==> src/rtl/ucode_pkg.sv <==
// Shared encodings for the microprogrammed control unit.
// Sequencing modes (N field) and condition-source selects.
package ucode_pkg;

   localparam int STATE_W = 10;

   localparam logic [2:0] N_DECODE = 3'd0;
   localparam logic [2:0] N_FETCH  = 3'd1;
   localparam logic [2:0] N_JAL    = 3'd2;
   localparam logic [2:0] N_INCR   = 3'd3;
   localparam logic [2:0] N_BR_INC = 3'd4;
   localparam logic [2:0] N_BR_DEC = 3'd5;
   localparam logic [2:0] N_WAIT   = 3'd6;
   localparam logic [2:0] N_RET    = 3'd7;

   localparam logic [1:0] SEL_MOC  = 2'd0;
   localparam logic [1:0] SEL_COND = 2'd1;
   localparam logic [1:0] SEL_IRQ  = 2'd2;
   localparam logic [1:0] SEL_ONE  = 2'd3;

endpackage

==> src/rtl/next_state_mux.sv <==
// Combinational next-microstate selection.
// Watchdog override is applied by the caller.
module next_state_mux
   import ucode_pkg::*;
#(
   parameter int W           = STATE_W,
   parameter int FETCH_STATE = 1
) (
   input  logic [2:0]   n,
   input  logic         t,
   input  logic [W-1:0] cr,
   input  logic [W-1:0] incr,
   input  logic [W-1:0] decode_addr,
   input  logic [W-1:0] link,
   input  logic [W-1:0] current_state,
   output logic [W-1:0] nxt
);

   always_comb begin
      nxt = current_state;
      unique case (n)
         N_DECODE: nxt = decode_addr;
         N_FETCH:  nxt = W'(FETCH_STATE);
         N_JAL:    nxt = cr;
         N_INCR:   nxt = incr;
         N_BR_INC: nxt = t ? cr : incr;
         N_BR_DEC: nxt = t ? cr : decode_addr;
         N_WAIT:   nxt = t ? incr : current_state;
         N_RET:    nxt = link;
         default:  nxt = current_state;
      endcase
   end

endmodule

==> src/rtl/microsequencer.sv <==
// Microsequencer: registered microstate address, link register
// and memory-wait watchdog feeding the control ROM.
module microsequencer
   import ucode_pkg::*;
#(
   parameter int SW          = STATE_W,
   parameter int RESET_STATE = 0,
   parameter int FETCH_STATE = 1,
   parameter int ERR_STATE   = 1023,
   parameter int WAIT_MAX    = 255,
   parameter int WAIT_CNT_W  = 8
) (
   input  logic          clk,
   input  logic          reset_n,
   input  logic [2:0]    N,
   input  logic          inv,
   input  logic [1:0]    select,
   input  logic [SW-1:0] cr,
   input  logic          moc,
   input  logic          cond,
   input  logic          irq,
   input  logic [SW-1:0] decode_addr,
   output logic [SW-1:0] current_state,
   output logic [SW-1:0] link,
   output logic          mem_timeout
);

   localparam logic [WAIT_CNT_W-1:0] WAIT_LAST =
      WAIT_CNT_W'(WAIT_MAX - 1);

   logic                  c_sel;
   logic                  t;
   logic                  waiting;
   logic                  expire;
   logic [SW-1:0]         incr;
   logic [SW-1:0]         nxt;
   logic [WAIT_CNT_W-1:0] wait_cnt;

   always_comb begin
      c_sel = 1'b1;
      unique case (select)
         SEL_MOC:  c_sel = moc;
         SEL_COND: c_sel = cond;
         SEL_IRQ:  c_sel = irq;
         SEL_ONE:  c_sel = 1'b1;
         default:  c_sel = 1'b1;
      endcase
   end

   assign t       = c_sel ^ inv;
   assign incr    = current_state + 1'b1;
   assign waiting = (N == N_WAIT) && !t;
   assign expire  = waiting && (wait_cnt == WAIT_LAST);

   next_state_mux #(
      .W           (SW),
      .FETCH_STATE (FETCH_STATE)
   ) u_mux (
      .n             (N),
      .t             (t),
      .cr            (cr),
      .incr          (incr),
      .decode_addr   (decode_addr),
      .link          (link),
      .current_state (current_state),
      .nxt           (nxt)
   );

   always_ff @(posedge clk or negedge reset_n) begin
      if (!reset_n) begin
         current_state <= SW'(RESET_STATE);
         link          <= '0;
         wait_cnt      <= '0;
         mem_timeout   <= 1'b0;
      end else begin
         mem_timeout <= expire;
         // A stalled memory wait escapes to the error handler.
         if (expire) begin
            current_state <= SW'(ERR_STATE);
            wait_cnt      <= '0;
         end else begin
            current_state <= nxt;
            wait_cnt      <= waiting ? wait_cnt + 1'b1 : '0;
         end
         if (N == N_JAL)
            link <= incr;
      end
   end

endmodule
==> config.mk <==
export PLATFORM = sky130hd
export DESIGN_NAME = microsequencer
export DESIGN_NICKNAME = d
export VERILOG_FILES = /design/src/rtl/ucode_pkg.sv /design/src/rtl/next_state_mux.sv /design/src/rtl/microsequencer.sv
export SDC_FILE = /design/constraint.sdc
export NUM_CORES = 1
export LEC_CHECK = 0
export ABC_AREA = 1
export BUFFER_PORTS_ARGS = -buffer_cell sky130_fd_sc_hd__buf_2
export CAP_MARGIN = 40
export CORE_MARGIN = 10
export CORE_UTILIZATION = 59
export DETAILED_ROUTE_END_ITERATION = 7
export PLACE_DENSITY = 0.93
export SYNTH_ARGS = -nofsm -noshare
export SYNTH_HDL_FRONTEND = slang
export SYNTH_SLANG_ARGS = --single-unit
==> constraint.sdc <==
create_clock -name clk -period 4.4 [get_ports clk]
set_input_delay 1.32 -clock clk [delete_from_list [all_inputs] [get_ports clk]]
set_output_delay 1.32 -clock clk [all_outputs]
set_load 0.02 [all_outputs]
# --- After elaboration in Yosys (flattened, before gate mapping) ---
# Cells that the tools add are included.
classes:
  bitwise_logic: 1
  muxes: 8
  n_reduce_logical: 5
  eq_ne: 12
  n_addsub: 2
op_table:
  columns: ["operator", "n"]
  rows:
  - ["case mux 10 bit (8 select lines)", 1]
  - ["2-to-1 mux 10 bit", 4]
  - ["2-to-1 mux 8 bit", 2]
  - ["== test 3 bit, second input constant", 4]
  - ["adder 10 x 1 -> 10 bit, second input constant", 1]
  - ["adder 8 x 1 -> 8 bit, second input constant", 1]
  - ["== test 8 bit, second input constant", 1]
  - ["== test 3 x 2 -> 1 bit, second input constant", 2]
  - ["== test 2 bit, second input constant", 2]
  - ["case mux 1 bit (4 select lines)", 1]
  - ["== test 3 x 1 -> 1 bit, second input constant", 1]
  - ["zero test 3 bit", 1]
  - ["!= test 3 bit, second input constant", 1]
  - ["== test 2 x 1 -> 1 bit, second input constant", 1]
  - ["logical AND 1 bit", 2]
  - ["zero test 2 bit", 1]
  - ["zero test 1 bit", 1]
  - ["XOR 1 bit", 1]
word_totals:
  regBits: 29
  wordCells: 32
  inputBits: 31
  out_inout_bits: 21

# --- Depth between registers and ports, before layout ---
# Gate-level depths: netlist of run 1.
logic_depth:
  word_depth: 7
  ltp_mapped: 13
  mapped_depth_nobuf: 12

# --- By module ---
# A second synthesis of run 1 with hierarchy kept.
hier_totals:
  hier_cells: 409
  area_unflattened_um2: 2526.2
modules_own_cells:
  columns: ["module", "seq_area_each_um2", "instances", "area_each_um2", "cells_per_inst"]
  rows:
  - ["microsequencer", 725.7, 1, 1460.2, 172]
  - ["next_state_mux", 0.0, 1, 1066.0, 237]

# --- Least setup slack after synthesis of run 1 ---
# No wires, ideal clock.
synth_timing:
  path_type: "input port to flip-flop"
  startpoint: "in select[0]"
  endpoint: "reg current_state[5]"
  path_buffers: 1
  arrival_ps: 2252
  path_stages: 11
  slack_ps: 2031
  required_ps: 4283
  setup_time_ps: 117
  cell_sequence: "inv_2 -> nand2_4 -> nand3_4 -> nand2_4 -> nand2_4 -> nand2_8 -> nand3_4 -> nand3_4 -> buf_8 -> nor2_1 -> nor2_1"
synth_via:
  elab_chain_cells: 7
  elab_cells_between_ends: 14
  classes_between: "4 x eq/ne; 5 x mux; 1 x bitwise; 4 x reduce/logical"
synth_lines:
  columns: ["element", "line", "source"]
  rows:
  - ["start: declaration", "microsequencer.sv:17", "input logic [1:0] select,"]
  - ["== test 2 bit (tied with other cells)", "microsequencer.sv:41", "unique case (select)"]
  - ["case mux 1 bit (4 select lines) *", "microsequencer.sv:41", null]
  - ["XOR 1 bit *", "microsequencer.sv:50", "assign t = c_sel ^ inv;"]
  - ["parallel branches: the longest is 4 deep, another holds 2-to-1 mux 10 bit", null, null]
  - ["end signal: assignment", "microsequencer.sv:71", "current_state <= SW'(RESET_STATE);"]
  - ["end signal: assignment", "microsequencer.sv:79", "current_state <= SW'(ERR_STATE);"]
  - ["end signal: assignment", "microsequencer.sv:82", "current_state <= nxt;"]
  - ["end: declaration", "microsequencer.sv:23", "output logic [SW-1:0] current_state,"]
# Every way passes the cells marked *.
# A chain may end at the register's enable or synchronous reset.

# --- Worst setup path after layout of run 1 ---
layout_timing:
  startpoint: "in N[2]"
  endpoint: "reg current_state[1]"
layout_via:
  elab_chain_cells: 4
  elab_cells_between_ends: 13
  classes_between: "8 x eq/ne; 2 x mux; 3 x reduce/logical"
layout_lines:
  columns: ["element", "line", "source"]
  rows:
  - ["start: declaration", "microsequencer.sv:15", "input logic [2:0] N,"]
  - ["parallel branches: the longest is 4 deep, another holds case mux 10 bit (8 select lines)", null, null]
# Parallel ways; which one is timed is not known.

==> results of run 1 <==
[critical path, delay by kind of cell]
family	cells	cell delay [ns]
simple gates	6	0.73
buf+inv	3	0.42
compound gates	1	0.12
[layer usage]
| layer | GRT usage [%] | vias up | share of wire (%) |
|---|---|---|---|
| met3 | 4.64 | 19 | 9.7 |
| li1 | - | 1176 | - |
| met5 | 0 | - | 0 |
| met1 | 25.1 | 1078 | 42 |
| met4 | 10.2 | 0 | 2.6 |
| met2 | 30.7 | 133 | 46 |
[cells in the final DEF (no fill, tap or decap), types with 2 or more instances in the layout]
cell,count
o21ai_0,16
o21ai_1,7
nand3_4,5
nor2_1,40
clkinv_2,2
inv_2,8
ha_1,3
nand3b_1,2
nor2_4,2
buf_2,51
xnor2_1,2
dfrtp_1,29
inv_1,31
xor2_1,2
a21oi_1,13
nor2_2,2
nand2_4,7
or2_2,2
nand2_2,2
o21ai_2,3
nand3_1,32
nor3b_2,2
clkbuf_8,5
nand2_1,118
[report_power, final]
group	switching [mW]	total (mW)	internal (mW)	leakage, nW
clock network	0.117	0.226	0.109	0.0439
registers	0.0433	0.349	0.306	0.378
logic	0.212	0.316	0.104	1.02
[path summary, 6_finish.rpt]
path / cells after the start / to / slack (ns) / start
max: 10 / current_state[1] / 2.00 / N[2]
min: 1 / wait_cnt[0] / 0.51 / wait_cnt[0]
max reg2reg: 12 / current_state[8] / 2.61 / current_state[0]
min reg2reg: 1 / wait_cnt[0] / 0.51 / wait_cnt[0]
max in group asynchronous: 1 / mem_timeout / 2.92 / reset_n
min in group asynchronous: 1 / link[3] / 1.05 / reset_n
[through the flow]
step           utilization, %  hold slack, ns  power [mW]  setup slack (ns)  area [um2]
4_1_cts                  71.3           0.503       0.886              2.02        2650
2_1_floorplan               -           0.449       0.554              2.03        2290
6_report                 71.3           0.505       0.891              2.00        2650
3_5_place_dp             69.0           0.494       0.664              1.72        2560
3_3_place_gp             69.0           0.480       0.656              1.74        2560
5_1_grt                  71.3           0.538       0.940              1.79        2650
[flip-flops by register name, indices dropped and copies added (netlist names)]
signal         cells
wait_cnt           8
current_state     10
link              10
mem_timeout        1
[logic make-up after synthesis]
family | share of synthesized area [%]
simple gates | 47.4
buf+inv | 8.40
compound gates | 9.38
flops | 31.6
xor+xnor | 1.53
fa+ha+maj | 1.64
[area by class of cell]
| cell class | instances | area, um2 |
|---|---|---|
| fillers | 331 | 1070 |
| clock buffers | 5 | 68.8 |
| repair buffers | 51 | 255 |
| inverters | 39 | 146 |
| well taps | 48 | 60.1 |
| multi-input cells | 267 | 1380 |
| clock inverters | 3 | 17.5 |
| flip-flops and latches | 29 | 726 |
==> impl_results.html, run 1 <==
<table>
<tr><th>Metric</th><th>Value</th></tr>
<tr><th colspan="2">Clock network</th></tr>
<tr><td>CTS tree</td><td>yes</td></tr>
<tr><td>TritonCTS Buffers</td><td>5</td></tr>
<tr><td>Sink Count</td><td>29</td></tr>
<tr><td>Clock Root Buffer</td><td>clkbuf_8</td></tr>
<tr><td>Deepest level of the CTS H-tree</td><td>2</td></tr>
<tr><td>Post-CTS Hold Buffers</td><td>0</td></tr>
<tr><td>Clock latency reported for the late side of the worst-skew pair</td><td>0.30 ns</td></tr>
<tr><td>Setup Fix Bufs, Post-CTS</td><td>0</td></tr>
<tr><td>Reg clk slew, reported paths</td><td>0.07 ns</td></tr>
<tr><td>Deepest clock path buffer count</td><td>2</td></tr>
<tr><td>PostCTS Resize Cnt</td><td>0</td></tr>
<tr><th colspan="2">Global routing</th></tr>
<tr><td>Sum of overflow across all layers after global routing</td><td>0</td></tr>
<tr><td>Number of antenna violations at the first check in global routing</td><td>0</td></tr>
<tr><td>First-pass GRT wire length</td><td>10.6 mm</td></tr>
<tr><td>Via count of the first global-routing pass</td><td>2344</td></tr>
<tr><td>Maximum number of pins on one net before global-route repair</td><td>30</td></tr>
<tr><td>Global-route usage over all layers</td><td>19.8%</td></tr>
<tr><th colspan="2">Setup path</th></tr>
<tr><td>Worst stage delay on the critical path</td><td>0.26 ns</td></tr>
<tr><td>Worst setup path class</td><td>in2reg</td></tr>
<tr><td>Sort of element at the end of the critical path</td><td>flip-flop</td></tr>
<tr><td>Slowest stage cell, crit path</td><td>nand2_2</td></tr>
<tr><td>Sort of element at the start of the critical path</td><td>input port</td></tr>
<tr><td>Data arrival time of the critical path</td><td>2.59 ns</td></tr>
<tr><td>Required time worst endpoint</td><td>4.59 ns</td></tr>
<tr><td>Largest driver fanout on the critical path</td><td>17</td></tr>
<tr><td>Cell breakdown of the critical path</td><td>buf_2 -&gt; inv_2 -&gt; nand2_2 -&gt; inv_2 -&gt; nand2_1 -&gt; nand2_1 -&gt; a21oi_1 -&gt; nand3_1 -&gt; nor2_1 -&gt; nor2_1</td></tr>
<tr><th colspan="2">Yosys</th></tr>
<tr><td>Fraction of the yosys area taken by sequential cells</td><td>31.6%</td></tr>
<tr><td>Count of synthesis-stage warnings from yosys</td><td>0</td></tr>
<tr><td>Post-synth EDFFs</td><td>0</td></tr>
<tr><td>Cell variety after synth</td><td>32</td></tr>
<tr><td>Yosys reg bits</td><td>29</td></tr>
<tr><td>Leading area contributor after synthesis</td><td>dfrtp_1</td></tr>
<tr><td>Synthesized netlist cell count</td><td>339</td></tr>
<tr><td>Synth top area share</td><td>31.6%</td></tr>
<tr><td>Ranking of synthesized cells by area</td><td>dfrtp_1 32%, nand2_1 19%, nand3_1 7.0%</td></tr>
<tr><td>Synth top cells by count</td><td>118 x nand2_1, 40 x nor2_1, 32 x nand3_1, 31 x inv_1, 29 x dfrtp_1</td></tr>
<tr><td>Synthesized cell area</td><td>2290 um2</td></tr>
<tr><td>Most frequent cell after synthesis</td><td>nand2_1</td></tr>
<tr><td>Post-synthesis area per instance</td><td>6.77 um2</td></tr>
<tr><td>Number of nets produced by synthesis</td><td>373</td></tr>
<tr><td>Asr flop ratio synth</td><td>100%</td></tr>
<tr><td>Primary flip-flop cell chosen by synthesis mapping</td><td>dfrtp_1</td></tr>
<tr><th colspan="2">Final layout</th></tr>
<tr><td>Antenna diodes</td><td>0</td></tr>
<tr><td>Final std cells w/o fill</td><td>442</td></tr>
<tr><td>Synth-to-Final Area Change</td><td>15.5%</td></tr>
<tr><td>Share of final-layout standard cells stronger than drive strength 1</td><td>24.4%</td></tr>
<tr><td>Number of nets at the end of the flow</td><td>427</td></tr>
<tr><th colspan="2">Timing</th></tr>
<tr><td>Max transition margin</td><td>55.8%</td></tr>
<tr><td>Final setup violation count</td><td>0</td></tr>
<tr><td>Min cycle time layout</td><td>2.40 ns</td></tr>
<tr><td>Worst clock skew on the final layout</td><td>0.00396 ns</td></tr>
<tr><td>Part of the cycle the worst path needs</td><td>54.6%</td></tr>
<tr><td>Unrepaired setup endpoints after global routing</td><td>false</td></tr>
<tr><td>Final hold violation count</td><td>0</td></tr>
<tr><td>Actual slew at the worst max-slew pin</td><td>0.662 ns</td></tr>
<tr><td>Number of pins with negative max-slew slack in the final report</td><td>0</td></tr>
<tr><td>Fmax</td><td>0.416 GHz</td></tr>
<tr><td>Post-Route Setup TNS</td><td>0 ns</td></tr>
<tr><th colspan="2">Place</th></tr>
<tr><td>Number of placed instances with taps included</td><td>434</td></tr>
<tr><td>Port Buffer Count</td><td>51</td></tr>
<tr><td>Detail Placement HPWL</td><td>4.99 mm</td></tr>
<tr><td>Weighted congestion at the end of routability-driven global placement</td><td>0.947</td></tr>
<tr><th colspan="2">Detailed routing</th></tr>
<tr><td>Number of remaining DRC errors</td><td>0</td></tr>
<tr><td>Vias per std cell</td><td>5.44</td></tr>
<tr><td>DRC violation total after the first TritonRoute iteration</td><td>268</td></tr>
<tr><td>Remaining antenna violation count</td><td>0</td></tr>
<tr><td>Wire per inst</td><td>14.6 um</td></tr>
<tr><td>Length of the first detailed-routing pass in iterations</td><td>5</td></tr>
<tr><td>Total number of vias</td><td>2406</td></tr>
<tr><td>Final WL</td><td>6.45 mm</td></tr>
<tr><th colspan="2">Floorplanning</th></tr>
<tr><td>DIE AREA</td><td>6780 um2</td></tr>
<tr><td>Initial cell density of the core</td><td>61.7%</td></tr>
<tr><td>Die Span Y</td><td>82.3 um</td></tr>
<tr><td>Overall die width</td><td>82.3 um</td></tr>
<tr><td>Cell Rows</td><td>22</td></tr>
<tr><td>Number of top-level pins</td><td>52</td></tr>
<tr><td>Core Area</td><td>3720 um2</td></tr>
<tr><th colspan="2">Hold path</th></tr>
<tr><td>Tightest Hold Check Type</td><td>reg2reg</td></tr>
<tr><th colspan="2">Power and ir drop</th></tr>
<tr><td>Worst VDD drop</td><td>0.250 mV</td></tr>
<tr><td>Power Dens Cells</td><td>336 nW/um2</td></tr>
<tr><td>Leakage power total</td><td>1.44 nW</td></tr>
<tr><th colspan="2">Outcome</th></tr>
<tr><td>Status</td><td>completed</td></tr>
<tr><th colspan="2">Run</th></tr>
<tr><td>Max cap viols</td><td>0</td></tr>
</table>
(Power assumes the default switching activity.)
==> run 2: changes to the inputs <==
--- a/config.mk
+++ b/config.mk
@@ -9,9 +9,9 @@
 export BUFFER_PORTS_ARGS = -buffer_cell sky130_fd_sc_hd__buf_2
 export CAP_MARGIN = 40
 export CORE_MARGIN = 10
-export CORE_UTILIZATION = 59
+export CORE_UTILIZATION = 49
 export DETAILED_ROUTE_END_ITERATION = 7
-export PLACE_DENSITY = 0.93
+export PLACE_DENSITY = 0.83
 export SYNTH_ARGS = -nofsm -noshare
 export SYNTH_HDL_FRONTEND = slang
 export SYNTH_SLANG_ARGS = --single-unit
==> constraint.sdc (replaced) <==
create_clock -name clk -period 2.03 [get_ports clk]
set_input_delay 0.609 -clock clk [delete_from_list [all_inputs] [get_ports clk]]
set_output_delay 0.609 -clock clk [all_outputs]
set_load 0.02 [all_outputs]
==> impl_results.html, run 2 (synthesized netlist as in run 1, its figures left out) <==
<table>
<tr><th>Metric</th><th>Value</th></tr>
<tr><th colspan="2">Final layout</th></tr>
<tr><td>Highest-count cells in the layout ignoring fill and taps</td><td>118 x nand2_1, 51 x buf_2, 40 x nor2_1, 32 x nand3_1, 31 x inv_1</td></tr>
<tr><td>Synth-to-Final Area Change</td><td>17.7%</td></tr>
<tr><td>Final std cells w/o fill</td><td>450 (+1.8%)</td></tr>
<tr><td>Most frequent standard cell in the layout excluding fill and tap cells</td><td>nand2_1</td></tr>
<tr><td>Share of final-layout standard cells stronger than drive strength 1</td><td>25.1% (+0.76 points)</td></tr>
<tr><td>Registers with the most flip-flops</td><td>current_state: 10 flops, link: 10 flops, wait_cnt: 8 flops</td></tr>
<tr><td>Antenna diodes</td><td>0 (unchanged)</td></tr>
<tr><td>Number of nets at the end of the flow</td><td>431 (+0.94%)</td></tr>
<tr><th colspan="2">Global routing</th></tr>
<tr><td>Sum of overflow across all layers after global routing</td><td>0 (unchanged)</td></tr>
<tr><td>Global-route usage over all layers</td><td>16.9% (-3.0 points)</td></tr>
<tr><td>Number of antenna violations at the first check in global routing</td><td>0 (unchanged)</td></tr>
<tr><td>First-pass GRT wire length</td><td>10.5 mm (-1.1%)</td></tr>
<tr><td>Via count of the first global-routing pass</td><td>2244 (-4.3%)</td></tr>
<tr><td>Maximum number of pins on one net before global-route repair</td><td>30 (unchanged)</td></tr>
<tr><th colspan="2">Timing</th></tr>
<tr><td>Fmax</td><td>0.564 GHz</td></tr>
<tr><td>Final hold violation count</td><td>0 (unchanged)</td></tr>
<tr><td>Final setup violation count</td><td>0 (unchanged)</td></tr>
<tr><td>Min cycle time layout</td><td>1.77 ns</td></tr>
<tr><td>Max transition margin</td><td>54.2% (-1.6 points)</td></tr>
<tr><td>Unrepaired setup endpoints after global routing</td><td>false</td></tr>
<tr><td>Final worst hold slack</td><td>0.370 ns (-0.135 ns)</td></tr>
<tr><td>Worst clock skew on the final layout</td><td>0.00865 ns (+0.00469 ns)</td></tr>
<tr><td>Post-Route Setup TNS</td><td>0 ns (unchanged)</td></tr>
<tr><td>Actual slew at the worst max-slew pin</td><td>0.687 ns (+0.0241 ns)</td></tr>
<tr><td>Number of pins with negative max-slew slack in the final report</td><td>0 (unchanged)</td></tr>
<tr><td>Part of the cycle the worst path needs</td><td>87.3%</td></tr>
<tr><th colspan="2">Clock network</th></tr>
<tr><td>PostCTS Resize Cnt</td><td>0 (unchanged)</td></tr>
<tr><td>Sink Count</td><td>29 (unchanged)</td></tr>
<tr><td>TritonCTS Buffers</td><td>5 (unchanged)</td></tr>
<tr><td>Deepest clock path buffer count</td><td>2 (unchanged)</td></tr>
<tr><td>Setup Fix Bufs, Post-CTS</td><td>0 (unchanged)</td></tr>
<tr><td>Deepest level of the CTS H-tree</td><td>2 (unchanged)</td></tr>
<tr><td>Clock Root Buffer</td><td>clkbuf_8</td></tr>
<tr><td>Reg clk slew, reported paths</td><td>0.07 ns (about the same)</td></tr>
<tr><td>Post-CTS Hold Buffers</td><td>0 (unchanged)</td></tr>
<tr><td>CTS tree</td><td>yes</td></tr>
<tr><td>Clock latency reported for the late side of the worst-skew pair</td><td>0.28 ns (-0.02 ns)</td></tr>
<tr><th colspan="2">Outcome</th></tr>
<tr><td>Status</td><td>completed</td></tr>
<tr><th colspan="2">Detailed routing</th></tr>
<tr><td>Final WL</td><td>6.19 mm (-4.0%)</td></tr>
<tr><td>Met3 routed wirelength</td><td>527 um (-15%)</td></tr>
<tr><td>Remaining antenna violation count</td><td>0 (unchanged)</td></tr>
<tr><td>Highest metal layer used by the detailed router</td><td>met4</td></tr>
<tr><td>Wire length the detailed router placed on met1</td><td>2.71 mm (+0.56%)</td></tr>
<tr><td>Total number of vias</td><td>2330 (-3.2%)</td></tr>
<tr><td>DRC violation total after the first TritonRoute iteration</td><td>135 (-50%)</td></tr>
<tr><td>Detailed route wirelength on metal2</td><td>2.83 mm (-4.7%)</td></tr>
<tr><td>Number of remaining DRC errors</td><td>0 (unchanged)</td></tr>
<tr><td>Length of the first detailed-routing pass in iterations</td><td>5 (unchanged)</td></tr>
<tr><td>Vias per std cell</td><td>5.18 (-4.9%)</td></tr>
<tr><td>Wire per inst</td><td>13.8 um (-5.8%)</td></tr>
<tr><th colspan="2">Place</th></tr>
<tr><td>Weighted congestion at the end of routability-driven global placement</td><td>0.901 (-4.8%)</td></tr>
<tr><td>Port Buffer Count</td><td>51 (unchanged)</td></tr>
<tr><td>Detail Placement HPWL</td><td>4.83 mm (-3.2%)</td></tr>
<tr><td>Number of placed instances with taps included</td><td>442 (+1.8%)</td></tr>
<tr><th colspan="2">Run</th></tr>
<tr><td>Max cap viols</td><td>0 (unchanged)</td></tr>
<tr><th colspan="2">Floorplanning</th></tr>
<tr><td>DIE AREA</td><td>7820 um2 (+15%)</td></tr>
<tr><td>Overall die width</td><td>88.4 um (+7.4%)</td></tr>
<tr><td>Number of top-level pins</td><td>52 (unchanged)</td></tr>
<tr><td>Core Area</td><td>4440 um2 (+20%)</td></tr>
<tr><td>Initial cell density of the core</td><td>51.6% (-10 points)</td></tr>
<tr><td>Die Span Y</td><td>88.4 um (+7.4%)</td></tr>
<tr><td>Cell Rows</td><td>24 (+9.1%)</td></tr>
<tr><th colspan="2">Setup path</th></tr>
<tr><td>Worst setup path class</td><td>reg2reg</td></tr>
<tr><td>Required time worst endpoint</td><td>2.23 ns (-2.36 ns)</td></tr>
<tr><td>Largest driver fanout on the critical path</td><td>7 (-10)</td></tr>
<tr><td>Sort of element at the end of the critical path</td><td>flip-flop</td></tr>
<tr><td>Data arrival time of the critical path</td><td>1.97 ns (-0.62 ns)</td></tr>
<tr><td>Sort of element at the start of the critical path</td><td>flip-flop</td></tr>
<tr><th colspan="2">Hold path</th></tr>
<tr><td>Tightest Hold Check Type</td><td>in2async</td></tr>
<tr><th colspan="2">Power and ir drop</th></tr>
<tr><td>Leakage power total</td><td>1.47 nW (+2.1%)</td></tr>
<tr><td>Power Dens Cells</td><td>726 nW/um2 (+120%)</td></tr>
<tr><td>Worst VDD drop</td><td>0.569 mV (+130%)</td></tr>
</table>
==> run 2: final timing paths <==
path,from,cells past startpoint,end,slack [ns]
max in group asynchronous,reset_n,1,link[6],1.22
max,current_state[0],11,current_state[8],0.26
min in group clk,wait_cnt[0],1,wait_cnt[0],0.50
min,reset_n,1,current_state[1],0.37
min reg2reg,wait_cnt[0],1,wait_cnt[0],0.50
max reg2reg,current_state[0],11,current_state[8],0.26
==> run 2: layer usage <==
layer,vias up,GRT usage [%]
met5,-,0
li1,1191,-
met1,1026,22.2
met3,14,4.41
met2,99,26.5
met4,0,4.85
==> run 2: power by group <==
part	switching [mW]	total (mW)	internal (mW)
combinational	0.453	0.681	0.228
clock	0.223	0.529	0.306
sequential	0.0873	0.750	0.663
total	0.763	1.96	1.20
==> run 2: metrics by stage <==
stage	area (um2)	power, mW	worst slack [ns]	util, %
after floorplan	2290	1.20	0.372	-
after global placement	2600	1.42	0.177	58.4
after detailed placement	2600	1.44	0.136	58.4
after CTS	2700	1.97	0.279	60.7
after global routing	2700	2.10	0.0276	60.7
final	2700	1.96	0.258	60.7
==> run 2: cell type report <==
type                    instances  area (um2)
repair buffers                 55         285
clock buffers                   7        96.3
clock inverters                 1        5.00
well taps                      52        65.1
flip-flops and latches         29         726
multi-input cells             267        1380
inverters                      39         146
fillers                       429        1750
==> run 2: worst max-delay path, stage by stage (launching register included) <==
cell	delay, ns
dfrtp_1	0.49
ha_1	0.21
nand2_1	0.10
nor2_1	0.19
nand3_1	0.10
nand2_1	0.16
nand2_1	0.07
nand3_1	0.06
inv_1	0.04
nand3_1	0.07
nand2_1	0.05
a21oi_1	0.14
